File: src/rtl/mem_port_arbiter_pkg.sv
// Shared definitions for the shared memory-port arbiter.
// Holds the FSM state encoding, default parameters and the round-robin pick helper.
package mem_port_arbiter_pkg;

  typedef enum logic [1:0] {
    ST_IDLE = 2'd0,
    ST_BUSY = 2'd1,
    ST_DONE = 2'd2
  } state_e;

  localparam int unsigned DEFAULT_SIZE    = 32;
  localparam int unsigned DEFAULT_TIMEOUT = 15;

  // Round-robin winner: a lone requester wins; on a tie the one not served last wins.
  function automatic logic arb_pick(input logic req0, input logic req1, input logic last);
    logic win;
    if (req0 && req1) begin
      win = ~last;
    end else if (req1) begin
      win = 1'b1;
    end else begin
      win = 1'b0;
    end
    return win;
  endfunction

endpackage

File: src/rtl/MUX_2to1.sv
// Generic 2:1 multiplexer used for the address, write-data and write-enable paths.
module MUX_2to1 #(
  parameter int unsigned W = 1
) (
  input  logic         sel_i,
  input  logic [W-1:0] in0_i,
  input  logic [W-1:0] in1_i,
  output logic [W-1:0] out_o
);

  assign out_o = sel_i ? in1_i : in0_i;

endmodule

File: src/rtl/mem_port_arbiter.sv
// Two-requester arbiter/sequencer for the single shared memory port.
// Requester 0 is instruction fetch, requester 1 is load/store. One grant at a
// time, held until memory ack or watchdog expiry, then a one-cycle done pulse.
module mem_port_arbiter
  import mem_port_arbiter_pkg::*;
#(
  parameter int unsigned size    = DEFAULT_SIZE,
  parameter int unsigned TIMEOUT = DEFAULT_TIMEOUT
) (
  input  logic            clk_i,
  input  logic            rst_i,
  input  logic            req0_i,
  input  logic            req1_i,
  input  logic [size-1:0] addr0_i,
  input  logic [size-1:0] addr1_i,
  input  logic [size-1:0] wdata0_i,
  input  logic [size-1:0] wdata1_i,
  input  logic            we0_i,
  input  logic            we1_i,
  input  logic            mem_ack_i,
  output logic            mem_req_o,
  output logic [size-1:0] mem_addr_o,
  output logic [size-1:0] mem_wdata_o,
  output logic            mem_we_o,
  output logic            select_o,
  output logic            done0_o,
  output logic            done1_o,
  output logic            err_o
);

  localparam int unsigned CW = $clog2(TIMEOUT + 1);

  state_e          state_q;
  logic            select_q;
  logic            last_q;
  logic            err_q;
  logic            done0_q;
  logic            done1_q;
  logic            mem_req_q;
  logic [CW-1:0]   cnt_q;

  logic            grant_d;
  logic            any_req_s;
  logic            we_mux_s;

  // Arbitration decision from the live request lines, only acted on in IDLE.
  always_comb begin
    any_req_s = req0_i | req1_i;
    grant_d   = arb_pick(req0_i, req1_i, last_q);
  end

  // Sequencer FSM with watchdog; every output it drives is a register.
  always_ff @(posedge clk_i or negedge rst_i) begin
    if (!rst_i) begin
      state_q   <= ST_IDLE;
      select_q  <= 1'b0;
      last_q    <= 1'b1;
      err_q     <= 1'b0;
      done0_q   <= 1'b0;
      done1_q   <= 1'b0;
      mem_req_q <= 1'b0;
      cnt_q     <= '0;
    end else begin
      case (state_q)
        ST_IDLE: begin
          done0_q <= 1'b0;
          done1_q <= 1'b0;
          err_q   <= 1'b0;
          if (any_req_s) begin
            select_q  <= grant_d;
            cnt_q     <= '0;
            mem_req_q <= 1'b1;
            state_q   <= ST_BUSY;
          end else begin
            state_q   <= ST_IDLE;
          end
        end
        ST_BUSY: begin
          // Ack wins over a watchdog expiry on the same edge.
          if (mem_ack_i) begin
            mem_req_q <= 1'b0;
            done0_q   <= ~select_q;
            done1_q   <= select_q;
            err_q     <= 1'b0;
            state_q   <= ST_DONE;
          end else if (cnt_q == CW'(TIMEOUT - 1)) begin
            mem_req_q <= 1'b0;
            done0_q   <= ~select_q;
            done1_q   <= select_q;
            err_q     <= 1'b1;
            state_q   <= ST_DONE;
          end else begin
            cnt_q     <= cnt_q + CW'(1);
          end
        end
        ST_DONE: begin
          done0_q <= 1'b0;
          done1_q <= 1'b0;
          err_q   <= 1'b0;
          last_q  <= select_q;
          state_q <= ST_IDLE;
        end
        default: begin
          mem_req_q <= 1'b0;
          done0_q   <= 1'b0;
          done1_q   <= 1'b0;
          err_q     <= 1'b0;
          state_q   <= ST_IDLE;
        end
      endcase
    end
  end

  MUX_2to1 #(.W(size)) u_mux_addr (
    .sel_i (select_q),
    .in0_i (addr0_i),
    .in1_i (addr1_i),
    .out_o (mem_addr_o)
  );

  MUX_2to1 #(.W(size)) u_mux_wdata (
    .sel_i (select_q),
    .in0_i (wdata0_i),
    .in1_i (wdata1_i),
    .out_o (mem_wdata_o)
  );

  MUX_2to1 #(.W(1)) u_mux_we (
    .sel_i (select_q),
    .in0_i (we0_i),
    .in1_i (we1_i),
    .out_o (we_mux_s)
  );

  // Write enable only reaches memory while the access strobe is up.
  assign mem_we_o  = we_mux_s & mem_req_q;
  assign mem_req_o = mem_req_q;
  assign select_o  = select_q;
  assign done0_o   = done0_q;
  assign done1_o   = done1_q;
  assign err_o     = err_q;

endmodule

File: config.mk
export PLATFORM = sky130hd
export DESIGN_NAME = mem_port_arbiter
export DESIGN_NICKNAME = d
export VERILOG_FILES = /design/src/rtl/mem_port_arbiter_pkg.sv /design/src/rtl/MUX_2to1.sv /design/src/rtl/mem_port_arbiter.sv
export SDC_FILE = /design/constraint.sdc
export NUM_CORES = 1
export LEC_CHECK = 0
export BUFFER_PORTS_ARGS = -buffer_cell sky130_fd_sc_hd__buf_2
export CORE_AREA = 2 2 80 82
export CTS_BUF_LIST = sky130_fd_sc_hd__clkbuf_8
export CTS_CLUSTER_DIAMETER = 120
export DETAILED_ROUTE_END_ITERATION = 6
export DIE_AREA = 0 0 82 84
export PLACE_DENSITY_LB_ADDON = 0.3
export SYNTH_ARGS = -nofsm -noshare
export SYNTH_HDL_FRONTEND = slang
export SYNTH_HIERARCHICAL = 1
export SYNTH_SLANG_ARGS = --single-unit
File: constraint.sdc
create_clock -name clk_i -period 1.66 [get_ports clk_i]
set_input_delay 0.249 -clock clk_i [delete_from_list [all_inputs] [get_ports clk_i]]
set_output_delay 0.249 -clock clk_i [all_outputs]
set_load 0.02 [all_outputs]
; After elaboration in Yosys (flattened, before gate mapping)
; Cells that the tools add are included.
[word_totals]
register_bits = 12
input_bits = 135
out_inout_bits = 70
elab_cells = 53
[op_classes]
add_sub_neg = 1
eq_ne = 7
muxes = 26
bitwise = 5
n_reduce_logical = 6
[op_table]
columns = op, count
row1 = $mux 32, 2
row2 = $mux 1, 16
row3 = $mux 4, 3
row4 = $pmux 4 s2, 1
row5 = $ne 2x2->1 const B, 3
row6 = $add 4x1->4 const B, 1
row7 = $eq 4x4->1 const B, 1
row8 = $mux 2, 2
row9 = $pmux 2 s2, 1
row10 = $reduce_and 4->1, 1
row11 = $ne 3x3->1 const B, 1
row12 = $not 1->1, 3
row13 = $pmux 1 s3, 1
row14 = $reduce_and 3->1, 1
row15 = $eq 2x1->1 const B, 1
row16 = $eq 2x2->1 const B, 1
row17 = $logic_not 2->1, 1
row18 = $reduce_and 2->1, 1
row19 = $reduce_bool 2->1, 1
row20 = $and 1x1->1, 1
row21 = $logic_and 1x1->1, 1
row22 = $or 1x1->1, 1

; Logic depth before layout (Yosys ltp)
[depth]
ltp_word = 4
ltp_mapped = 5
depth_no_buf = 5

; Hierarchy
; The synthesis kept the hierarchy.
[modules_own_cells]
columns = mod, instances, cells_each, area_per_inst_um2, seq_area_each_um2
row1 = MUX_2to1 (u_mux_addr ...), 2, 36, 544.3, 0.0
row2 = mem_port_arbiter, 1, 51, 569.3, 301.5
row3 = MUX_2to1 (u_mux_we), 1, 1, 15.0, 0.0

; Least setup slack after synthesis
; OpenSTA, ideal clock, no wires.
[synth_path]
path_type = reg-to-output
startpoint = register select_q, in the netlist select_o
endpoint = output mem_addr_o[0]
arrival_time_ns = 1.212
required_ns = 1.411
path_slack_ns = 0.199
path_stages_with_launch = 4
path_buffers = 2
cell_sequence = dfrtp_1 -> buf_6 -> buf_12 -> mux2_4
[synth_between]
elab_chain_len = 1
[synth_rtl]
columns = element, line
row1 = from (decl), mem_port_arbiter.sv:34  ; logic select_q;
row2 = from (signal assigned), mem_port_arbiter.sv:70  ; select_q <= grant_d;
row3 = $mux 32, MUX_2to1.sv:11  ; assign out_o = sel_i ? in1_i : in0_i;
row4 = to (decl), mem_port_arbiter.sv:22  ; output logic [size-1:0] mem_addr_o,
; Every way passes these cells.

; Worst setup path in the final report
[layout_path]
startpoint = register select_q, in the netlist select_o
endpoint = output mem_wdata_o[12]
[layout_between]
elab_chain_len = 1
[layout_rtl]
columns = element, line
row1 = $mux 32, MUX_2to1.sv:11
row2 = to (decl), mem_port_arbiter.sv:23  ; output logic [size-1:0] mem_wdata_o,
; Every way passes these cells.

==> results.py <==
metrics = {
    "grt": {
        "grt_overflow": 0,
        "antenna_found_initial": 1,
        "grt_use_total_pct": 16.1,
        "grt_start_max_net_pins": 19,
        "grt_pass1_wl_um": 8510,
        "grt_pass1_vias": 1644,
    },
    "clocking": {
        "cts_buffers": 3,
        "numClockSinks": 12,
        "root_buffer": "clkbuf_8",
        "clkLatencyLatePin_ns": 0.24,
        "h-tree-depth": 1,
        "cts_tree": "built",
        "clockBufferDepth": 2,
        "clkTransAtPathRegs_ns": 0.05,
    },
    "route": {
        "vias": 1867,
        "drt-total-wl_um": 6940,
        "drc": 0,
        "drtAntennaViolNets": 0,
        "drt_iter0_markers": 39,
        "routed_via_density": 4.47,
        "wl_per_cell_um": 16.6,
        "drt_first_pass_iters": 4,
    },
    "floorplan": {
        "core_region_area_um2": 6100,
        "die_area_um2": 6890,
        "die_h_um": 84,
        "rows": 29,
        "io_pins": 205,
        "die_w_um": 82,
        "start_util_pct": 27.4,
    },
    "worst_setup_path": {
        "cp.required_ns": 1.41,
        "crit_chain": "buf_6, clkbuf_16, mux2_4, buf_6",
        "path_buf_inv": 3,
        "critPathKind": "reg2out",
        "cp_top_family": "flip-flops",
        "slowest_stage": "dfrtp_4",
        "critical_path_arrival_ns": 1.48,
        "startpoint_type": "flop",
        "crit_path_end_kind": "output port",
        "critPathMaxStageDelay_ns": 0.50,
        "crit_path_max_fanout": 7,
        "cp_common_cell": "buf_6",
    },
    "cells_and_area": {
        "layout.nets": 478,
        "fin_util_pct": 54.2,
        "fin_cells": 418,
        "synthToLayoutAreaGrowth_pct": 97.7,
        "drive_gt1_share_pct": 87.4,
    },
    "synth": {
        "ys_top_cells_by_area": "mux2_4, dfrtp_1, buf_12",
        "synth_top_cell_by_area": "mux2_4",
        "synth_top_family_by_area": "multiplexers",
        "syn-cell-area_um2": 1670,
        "ys_ff_latch": 12,
        "synth-compound-area-share_pct": 7.55,
        "postSynthAreaPerCell_um2": 13.5,
        "synthCells": 124,
        "synth_warnings": 6,
        "synthMuxAreaShare_pct": 58.1,
        "synthesis.nets": 261,
        "synth_simple_gate_area_share_pct": 5.83,
        "synthAdderAreaFrac_pct": 1.50,
        "ys_seq_area_share_pct": 18.0,
        "ys_types": 28,
        "synth_top_area_share_pct": 54.7,
        "synth_xor_area_share_pct": 0,
    },
    "timing": {
        "fmax_mhz": 579,
        "worst_slack_ns": -0.0664,
        "period_needed_ns": 1.73,
        "final_hold_viol_count": 0,
        "tightest_slew_ns": 0.424,
        "fin_setup_tns_ns": -2.90,
        "rsz0062_at_grt": "true",
        "post-route-period-util_pct": 104,
        "setup_violations": 65,
        "hold_slack_ns": 0.217,
        "slew_headroom_pct": 71.6,
        "skew_ns": 0.00312,
        "drv_slew": 0,
    },
    "placed_design": {
        "gp_congestion": 0.865,
        "hpwlAfterDp_um": 5460,
        "portBuffers": 204,
        "dp.cells": 402,
    },
    "power": {
        "power.leakage_uw": 0.00186,
        "vdd.ir_drop.worst_mv": 0.721,
        "p_per_area_nw_per_um2": 1540,
        "finalPower_uw": 5100,
    },
    "run_status": {
        "outcome": "complete, but fails checks",
        "violations": "setup timing",
    },
    "hold_path": {
        "hold_class": "in2reg",
    },
    "run": {
        "maxCapViolCount": 0,
    },
}
repair_timing:
action                                  4_1_cts  5_1_grt
resized for setup                            41       90
setup buffers                                 2        5
endpoints found under the hold margin        11        0
hold buffers                                  1        0
pin swaps                                     0        0
gates cloned                                  0        3
endpoints found under the setup margin       60       64
report_power, final:
group | internal (µW) | switching (µW)
Clock | 163 | 103
Sequential | 409 | 101
Combinational | 2470 | 1850
placed cells by master (no fill, tap or decap), types with 3 or more instances in the layout:
| cell | synthesis | layout |
|---|---|---|
| buf_2 | 0 | 144 |
| buf_6 | 2 | 64 |
| mux2_4 | 61 | 61 |
| dfrtp_1 | 11 | 10 |
| mux2_2 | 5 | 5 |
| a31oi_1 | 4 | 4 |
| nand2_1 | 4 | 4 |
| buf_12 | 6 | 4 |
| buf_4 | 0 | 4 |
| inv_1 | 2 | 3 |
| nor2_1 | 3 | 3 |
| o21ai_0 | 3 | 3 |
| a21oi_1 | 3 | 3 |
| clkbuf_8 | 0 | 3 |
registers in the layout (all words and copies together) (netlist names):
| signal | count |
|---|---|
| cnt_q | 4 |
| select_o | 1 |
| done0_o | 1 |
| err_o | 1 |
| done1_o | 1 |
| state_q | 2 |
| last_q | 1 |
| mem_req_o | 1 |
cells by family (layout without fill, tap and decap cells):
| family | Yosys count | in the layout |
|---|---|---|
| buffers and inverters | 10 | 226 |
| other | 0 | 1 |
| muxes | 66 | 66 |
| DFF | 12 | 12 |
| AOI/OAI and AO/OA | 17 | 17 |
| adders and majority gates | 2 | 2 |
| and+or+nand+nor | 17 | 17 |
area by class of cell:
class	count	area, µm²
inverter	2	7.51
antenna	1	2.50
clock buffer	3	41.3
sequential	12	305
timing repair buffer	220	1630
fill	528	2790
clock inverter	1	3.75
tap	77	96.3
multi-input combinational	102	1220
metal layers:
layer | routed length (µm) | track usage, % | vias up
met5 | 0 | 0 | -
met3 | 594 | 4.76 | 6
met4 | 59 | 2.12 | 0
met2 | 3640 | 28.1 | 88
li1 | - | - | 900
met1 | 2650 | 19.6 | 873
Yosys cell counts:
master,number
a31o_2,1
dfrtp_1,11
a31oi_1,4
nand3_1,2
o21ai_0,3
o221ai_2,1
or4_4,1
ha_1,2
nand2_1,4
mux2_4,61
nor3_1,1
inv_1,2
mux2_2,5
a21oi_1,3
nand2b_1,2
nor2_1,3
o21a_1,1
nand2b_4,1
buf_12,6
o22ai_2,1
dfstp_2,1
o2bb2ai_1,1
o221ai_1,1
o211a_1,1
or2_2,1
buf_6,2
nor2b_1,1
and2_1,1
per-stage QoR:
| step | worst slack (ns) | cell area [µm²] |
|---|---|---|
| global placement | 0.167 | 2740 |
| global route | -0.0954 | 3300 |
| CTS | -0.0677 | 2940 |
| detailed placement | 0.143 | 2740 |
| floorplan | 0.199 | 1670 |
| finish | -0.0664 | 3310 |
worst paths after layout:
path                          start               to  slack (ns)  depth (start not counted)
max                        select_o  mem_wdata_o[12]       -0.07                          4
min                          req0_i         select_o        0.22                          2
max reg2reg                cnt_q[0]         cnt_q[3]        0.21                          5
min reg2reg                 done1_o          done1_o        0.52                          2
max in group asynchronous     rst_i           last_q        0.96                          2
min in group asynchronous     rst_i          done0_o        0.42                          2
Power figures use the tool's default switching activity.
